$ cat src/rtl/free_list_ctrl_if.sv
// Purpose: rename/commit side bundle of the physical register free list.
// Latency: free_idx/pop_ready are combinational views of registered state; count is registered.
// Backpressure: pop_ready is all-or-nothing for every rename lane; pushes are never stalled.
interface free_list_ctrl_if #(
    parameter int PRF_DEPTH = 64,
    parameter int ARF_DEPTH = 32,
    parameter int ID_WIDTH  = 2,
    parameter int CM_WIDTH  = 2
);
    localparam int PRF_IDX = $clog2(PRF_DEPTH);
    localparam int N       = PRF_DEPTH - ARF_DEPTH;
    localparam int PTR     = $clog2(N) + 1;

    logic [ID_WIDTH-1:0]               pop_valid;
    logic                              pop_ready;
    logic [ID_WIDTH-1:0][PRF_IDX-1:0]  free_idx;
    logic [CM_WIDTH-1:0]               push_valid;
    logic [CM_WIDTH-1:0][PRF_IDX-1:0]  push_idx;
    logic [CM_WIDTH-1:0]               commit_alloc;
    logic                              flush;
    logic [PTR-1:0]                    count;

    // Requester side: rename lanes, commit path and flush source.
    modport master (
        output pop_valid, push_valid, push_idx, commit_alloc, flush,
        input  pop_ready, free_idx, count
    );

    // Free list controller side.
    modport slave (
        input  pop_valid, push_valid, push_idx, commit_alloc, flush,
        output pop_ready, free_idx, count
    );
endinterface

$ cat src/rtl/free_list_ctrl.sv
// Purpose: circular free list of physical register indices with flush rollback to the committed head.
// Latency: free_idx is read combinationally from mem[head]; pushes become visible the cycle after.
// Backpressure: pop_ready drops when fewer than ID_WIDTH entries are free or during flush.
module free_list_ctrl #(
    parameter int PRF_DEPTH = 64,
    parameter int ARF_DEPTH = 32,
    parameter int ID_WIDTH  = 2,
    parameter int CM_WIDTH  = 2
) (
    input  logic            clk,
    input  logic            rst,
    free_list_ctrl_if.slave fl
);
    localparam int PRF_IDX = $clog2(PRF_DEPTH);
    // N must be a power of two so pointer arithmetic wraps naturally.
    localparam int N       = PRF_DEPTH - ARF_DEPTH;
    localparam int IDXW    = $clog2(N);
    localparam int PTR     = IDXW + 1;

    typedef logic [PTR-1:0]     ptr_t;
    typedef logic [IDXW-1:0]    idx_t;
    typedef logic [PRF_IDX-1:0] preg_t;

    preg_t mem_q [N];
    preg_t mem_d [N];
    ptr_t  head_q, head_d;
    ptr_t  tail_q, tail_d;
    ptr_t  cm_head_q, cm_head_d;
    ptr_t  count_q, count_d;

    logic  pop_ready;
    ptr_t  pop_cnt;
    ptr_t  push_cnt;
    ptr_t  ca_cnt;
    idx_t  rd_off;
    idx_t  rd_idx;
    idx_t  wr_idx;

    // Rename-side view: lane i skips the entries claimed by lower valid lanes.
    always_comb begin
        pop_ready   = (count_q >= ptr_t'(ID_WIDTH)) && !fl.flush;
        rd_off      = '0;
        rd_idx      = '0;
        fl.free_idx = '0;
        for (int i = 0; i < ID_WIDTH; i++) begin
            rd_idx         = head_q[IDXW-1:0] + rd_off;
            fl.free_idx[i] = mem_q[rd_idx];
            rd_off         = rd_off + idx_t'(fl.pop_valid[i]);
        end
        fl.pop_ready = pop_ready;
        fl.count     = count_q;
    end

    // Next-state: compacted pushes at tail, pops or flush rollback at head, commit tracking.
    always_comb begin
        mem_d    = mem_q;
        pop_cnt  = '0;
        push_cnt = '0;
        ca_cnt   = '0;
        wr_idx   = '0;
        for (int i = 0; i < ID_WIDTH; i++) begin
            pop_cnt = pop_cnt + ptr_t'(fl.pop_valid[i]);
        end
        for (int i = 0; i < CM_WIDTH; i++) begin
            if (fl.push_valid[i]) begin
                wr_idx        = tail_q[IDXW-1:0] + push_cnt[IDXW-1:0];
                mem_d[wr_idx] = fl.push_idx[i];
                push_cnt      = push_cnt + ptr_t'(1);
            end
            ca_cnt = ca_cnt + ptr_t'(fl.commit_alloc[i]);
        end
        tail_d    = tail_q + push_cnt;
        cm_head_d = cm_head_q + ca_cnt;
        if (fl.flush) begin
            // Everything allocated past the committed head is reclaimed at once.
            head_d = cm_head_d;
        end else if (pop_ready && (|fl.pop_valid)) begin
            head_d = head_q + pop_cnt;
        end else begin
            head_d = head_q;
        end
        count_d = tail_d - head_d;
    end

    // State registers; reset maps phys ARF_DEPTH.. as the initial free pool.
    always_ff @(posedge clk) begin
        if (!rst) begin
            head_q    <= '0;
            tail_q    <= ptr_t'(N);
            cm_head_q <= '0;
            count_q   <= ptr_t'(N);
            for (int k = 0; k < N; k++) begin
                mem_q[k] <= preg_t'(ARF_DEPTH + k);
            end
        end else begin
            head_q    <= head_d;
            tail_q    <= tail_d;
            cm_head_q <= cm_head_d;
            count_q   <= count_d;
            mem_q     <= mem_d;
        end
    end

    // Input contract checks; the datapath itself does not guard against these.
    always_ff @(posedge clk) begin
        if (rst) begin
            if (|fl.push_valid) begin
                assert (count_d <= ptr_t'(N));
            end
            for (int i = 0; i < CM_WIDTH; i++) begin
                if (fl.push_valid[i]) begin
                    assert (fl.push_idx[i] != '0);
                end
            end
            assert (ptr_t'(head_d - cm_head_d) <= ptr_t'(N));
            assert (ca_cnt <= push_cnt);
        end
    end
endmodule

$ cat src/flat_wrapper.sv
// flat-port wrapper written by rule: the top's interface ports become plain ports
module free_list_ctrl_flat 
#(
    parameter int PRF_DEPTH = 64,
    parameter int ARF_DEPTH = 32,
    parameter int ID_WIDTH  = 2,
    parameter int CM_WIDTH  = 2
)
  (clk, rst, fl_pop_valid, fl_push_valid, fl_push_idx, fl_commit_alloc, fl_flush, fl_pop_ready, fl_free_idx, fl_count);
  free_list_ctrl_if #(.PRF_DEPTH(PRF_DEPTH), .ARF_DEPTH(ARF_DEPTH), .ID_WIDTH(ID_WIDTH), .CM_WIDTH(CM_WIDTH)) fl_i ();
  input  logic clk;
  input  logic rst;
  input wire logic [$bits(fl_i.pop_valid)-1:0] fl_pop_valid;
  input wire logic [$bits(fl_i.push_valid)-1:0] fl_push_valid;
  input wire logic [$bits(fl_i.push_idx)-1:0] fl_push_idx;
  input wire logic [$bits(fl_i.commit_alloc)-1:0] fl_commit_alloc;
  input wire logic [$bits(fl_i.flush)-1:0] fl_flush;
  output wire logic [$bits(fl_i.pop_ready)-1:0] fl_pop_ready;
  output wire logic [$bits(fl_i.free_idx)-1:0] fl_free_idx;
  output wire logic [$bits(fl_i.count)-1:0] fl_count;
  assign fl_i.pop_valid = fl_pop_valid;
  assign fl_i.push_valid = fl_push_valid;
  assign fl_i.push_idx = fl_push_idx;
  assign fl_i.commit_alloc = fl_commit_alloc;
  assign fl_i.flush = fl_flush;
  assign fl_pop_ready = fl_i.pop_ready;
  assign fl_free_idx = fl_i.free_idx;
  assign fl_count = fl_i.count;
  free_list_ctrl #(.PRF_DEPTH(PRF_DEPTH), .ARF_DEPTH(ARF_DEPTH), .ID_WIDTH(ID_WIDTH), .CM_WIDTH(CM_WIDTH)) u_core (.clk(clk), .rst(rst), .fl(fl_i));
endmodule
$ cat config.mk
export PLATFORM = sky130hd
export DESIGN_NAME = free_list_ctrl_flat
export DESIGN_NICKNAME = d
export VERILOG_FILES = /design/src/rtl/free_list_ctrl_if.sv /design/src/rtl/free_list_ctrl.sv /design/src/flat_wrapper.sv
export SDC_FILE = /design/constraint.sdc
export NUM_CORES = 1
export LEC_CHECK = 0
export ABC_AREA = 1
export CAP_MARGIN = 30
export CORE_MARGIN = 10
export CORE_UTILIZATION = 36
export DETAILED_ROUTE_END_ITERATION = 10
export GPL_TIMING_DRIVEN = 0
export PLACE_DENSITY = 0.48
export SLEW_MARGIN = 20
export SYNTH_ARGS = -nofsm -noshare
export SYNTH_HDL_FRONTEND = slang
export SYNTH_SLANG_ARGS = --single-unit
$ cat constraint.sdc
create_clock -name clk -period 6 [get_ports clk]
set_clock_uncertainty 0.15 [all_clocks]
set_input_delay 1.2 -clock clk [delete_from_list [all_inputs] [get_ports clk]]
set_output_delay 1.2 -clock clk [all_outputs]
set_load 0.03 [all_outputs]
# Yosys cells after proc, flatten, opt, wreduce, memory -nomap -nowiden
# Index checks and enable logic that the tools add are counted.
[totals] word_cells=80 reg_bits=216
[classes] mux=18 magnitude_cmp=7 reduce_logical=6 n_bitwise=4 add_sub_neg=9
[ops] operator="$bwmux W192" n=2
[ops] operator="$mux W192" n=2
[ops] operator="$bmux W6 S5" n=2
[ops] operator="$demux W6 S5" n=2
[ops] operator="$mux W6" n=9
[ops] operator="$ge A6 B6 Y1 const B" n=4
[ops] operator="$not A5 Y6" n=4
[ops] operator="$add A6 B6 Y6" n=3
[ops] operator="$lt A6 B1 Y1 const B" n=2
[ops] operator="$add A5 B1 Y5" n=2
[ops] operator="$ge A6 B2 Y1 const B" n=1
[ops] operator="$sub A6 B6 Y6" n=1
[ops] operator="$add A1 B1 Y2" n=2
[ops] operator="$logic_and A1 B1 Y1" n=4
[ops] operator="$add A1 B1 Y2 const B" n=1
[ops] operator="$reduce_or A2 Y1" n=1
[ops] operator="$logic_not A1 Y1" n=1
[ops] operator="$mux W1" n=1

# Depth between registers and ports, before layout
[depth] word_depth=9 depth_mapped=17 ltp_nobuf=17

# Worst setup path after synthesis
# No wires, ideal clock.
[synth_path] path_type="in2out" startpoint="in fl_pop_valid[0]" endpoint="out fl_free_idx[8]" t_required_ps=4650 setup_slack_ps=1404 stages=9 t_arrival_ps=3246 cell_sequence="ha_1 > ha_1 > clkbuf_1 > buf_2 > buf_1 > o21ai_0 > o211ai_1 > nand3_1 > a31oi_1"
[synth_via] elab_chain_len=5
[synth_rtl] item="start: declaration" line_no="flat_wrapper.sv:13" text="input wire logic [$bits(fl_i.pop_valid)-1:0] fl_pop_valid;"
[synth_rtl] item="$add A5 B1 Y5" line_no="free_list_ctrl.sv:46" text="rd_idx = head_q[IDXW-1:0] + rd_off;"
[synth_rtl] item="$not A5 Y6 (not written as such)" line_no="free_list_ctrl.sv:47" text="fl.free_idx[i] = mem_q[rd_idx];"
[synth_rtl] item="$bmux W6 S5" line_no="free_list_ctrl.sv:47"
[synth_rtl] item="$mux W6 (not written as such) (2 in a row)" line_no="free_list_ctrl.sv:47"
[synth_rtl] item="end: declaration" line_no="flat_wrapper.sv:19" text="output wire logic [$bits(fl_i.free_idx)-1:0] fl_free_idx;"
# Every way passes these cells. The select of a mux whose other input is x is not followed.

# Final worst setup path
[layout_path] startpoint="in fl_pop_valid[0]" endpoint="out fl_free_idx[7]"
# Same word-level chain as after synthesis.

==> impl_metrics.ini <==
[die]
die_y_um = 215
die_x_um = 215
die_area_mm2 = 0.0464
fp.coreArea_mm2 = 0.0377
start_util = 0.365
fp-row-count = 71
io_pins = 40

[detailed_routing]
firstDrtPassIters = 6
detail-route-antenna-nets = 0
totalWireLength_um = 81200
viasPerCell = 6.05
dr_total_vias = 16900
route.detailed.drc = 0
drtIter0Drc = 2452
wl_per_cell_um = 29.1

[place]
io_buffers = 35
hpwlAfterDp_um = 59800
dpl_worst_slack_ns = -0.686
gp_congestion = 1.06

[global_routing]
grt_max_degree = 13
antenna_found_initial = 3
grt_pass1_vias = 14800
grt_pass1_wl_um = 112000
grtUsageTotal = 0.333
grt-ovfl-total = 0

[critical_path]
crit_top_cell = nand3_1
r2r_cells = 12
cpPeakStageDelay_ns = 0.49
required_ns = 4.65
r2r-end = u_core.fl.count[5]
end_kind = output port
cp.arrival_ns = 4.56
cp_max_fo = 10
path_class = input pin to output port
slowest_stage = clkdlybuf4s50_1
reg2reg_from = u_core.head_q[2]
start_kind = input pin
r2r_setup_slack_ns = 1.88
crit_start = fl_pop_valid[0]
crit_path_cell_trace = clkdlybuf4s50_1, ha_1, buf_2, clkinvlp_4, clkbuf_2, a21oi_1, o21ai_0, nand3_1, nand3_1, nand2_1, nor2_1, a31oi_1, dlygate4sd2_1

[clock_network]
clockBufferDepth = 3
holdBufCountCts = 0
clock_sinks = 216
clk_pin_slew_ns = 0.06
cts_buffers = 27
cts_tree = yes
post_cts_buffers = 0
clk_latency_ns = 0.56
cts_root_buffer = clkbuf_16
cts_max_level = 1

[timing]
hold_violations = 0
relSlewSlack = 0.306
setup_viol = 0
worst_hold_slack_ns = 0.365
layout_min_cycle_time_ns = 5.91
max_freq_ghz = 0.169
rsz0062_at_grt = no
finalMaxSlewViolations = 0
finalCritPeriodShare = 0.984
worst_slew_pin_slew_ns = 1.04
fin_ws_ns = 0.0945

[logic_synthesis]
synthTopCellsByCount = 493 x o21ai_0, 382 x nand2_1, 289 x a21oi_1, 216 x dfxtp_1, 170 x inv_1
synth_area_leaders = dfxtp_1 31%, o21ai_0 18%, a21oi_1 11%, nand2_1 10%, nand3_1 5.3%
yosysUniqueCellTypes = 35
seq_area_frac_synth = 0.314
mappedNetlistArea_mm2 = 0.0138
synth_top_area_cell = dfxtp_1
avgSynthCellArea_um2 = 6.33
synthFlopType = dfxtp_1
syn_nets = 2218
ys_seq_elements = 216
yosysWarningCount = 0
synth_top_area_share = 0.314
netlist_instances = 2175
synth_edf_count = 0
async_flop_share = 0
post-synth-top-count-cell = o21ai_0

[hold_path]
min_delay_path_depth = 2
hold_end = u_core.mem_q[126]
min_path_type = flop to flop
hold_path_startpoint = u_core.mem_q[126]

[finish]
syn2layout_area_growth_pct = 15.9
layout.nets = 2304
drive_gt1_frac = 0.0737

[status]
status = completed

[pwr]
leakage_nw = 6.51
ir_worst_vdd_mv = 0.214
power_density_mw_per_mm2 = 300

[run]
drv_cap = 0
-- worst max-delay path: cells and delay by family --
family / cells / cell delay [ns]
buf+inv: 5 / 1.81
compound gates: 3 / 0.55
simple gates: 4 / 0.49
fa+ha+maj: 1 / 0.48
-- how the worst max path moves through the flow --
| stage | endpoint | slack, ns | cells past startpoint |
|---|---|---|---|
| floorplan | fl_free_idx[8] | 1.40 | 9 |
| global placement | fl_free_idx[11] | -0.67 | 12 |
| detailed placement | fl_free_idx[10] | -0.69 | 12 |
| CTS | fl_free_idx[7] | 0.09 | 14 |
| global route | fl_free_idx[8] | 0.03 | 12 |
| finish | fl_free_idx[7] | 0.09 | 13 |
-- stage by stage --
| step | TNS [ns] | utilization | cell area [um^2] | cells | power (mW) |
|---|---|---|---|---|---|
| 2_1_floorplan | 0 | - | 13800 | 2175 | 2.39 |
| 3_3_place_gp | -3.88 | 0.392 | 14700 | 2721 | 3.06 |
| 3_5_place_dp | -3.89 | 0.399 | 15000 | 2740 | 3.09 |
| 4_1_cts | 0 | 0.422 | 15900 | 2789 | 4.71 |
| 5_1_grt | 0 | 0.423 | 15900 | 2793 | 4.90 |
| 6_report | 0 | 0.423 | 15900 | 2794 | 4.79 |
-- metal layers --
metal / vias up / global-route usage / wire length, um
met4: 0 / 0.173 / 4620
met5: - / 0 / 0
met2: 1084 / 0.487 / 33700
met1: 8006 / 0.450 / 33700
met3: 198 / 0.0720 / 9150
li1: 7620 / - / -
-- cells in the final DEF (no fill, tap or decap), types with 14 or more instances in the layout --
cell type and n:
a21oi_1 289, buf_1 16, dfxtp_1 216, clkbuf_16 27, clkbuf_1 117, nor2_1 85
nand2_1 382, buf_2 25, ha_1 18, nand3_1 147, clkdlybuf4s50_1 29, nor2_2 14
o211ai_1 74, inv_1 170, clkbuf_2 23, inv_2 15, o21ai_0 493
-- kinds of logic (layout without fill, tap and decap cells) --
logic type,count (synthesis),count (layout),synth area share
AO/OA/AOI/OAI,886,886,0.338
AND/OR/NAND/NOR,665,665,0.208
buffers and inverters,369,475,0.105
flip-flops,216,216,0.314
adder cells (fa/ha/maj),22,22,0.0222
XOR/XNOR,12,12,0.00873
multiplexers,5,5,0.00409
other,0,2,0
-- final cells by class --
type                       instances  area, um^2
antenna                            2        5.00
buffer                           177         749
clock buffer                      43         796
clock inverter                     6        62.6
fill                            4107       21700
inverter                         192         727
multi-input combinational       1590        8030
sequential                       216        4320
tap                              511         639
timing repair buffer              57         619
-- sequential cells by signal (all words and copies together) (netlist names) --
| signal | count |
|---|---|
| u_core.cm_head_q | 6 |
| u_core.tail_q | 6 |
| u_core.mem_q | 192 |
| u_core.head_q | 6 |
| u_core.fl.count | 6 |
-- what timing repair did --
action | 4_1_cts | 5_1_grt
gates resized for setup | 17 | 2
setup endpoints to repair | 6 | 1
pin swaps | 0 | 0
endpoints found under the hold margin | 0 | 0
-- where the power goes --
group,switching [mW],internal [mW]
sequential,0.0513,1.49
combinational,1.17,0.416
clock,0.710,0.947
Note: power is estimated with default switching activity, not from simulation.
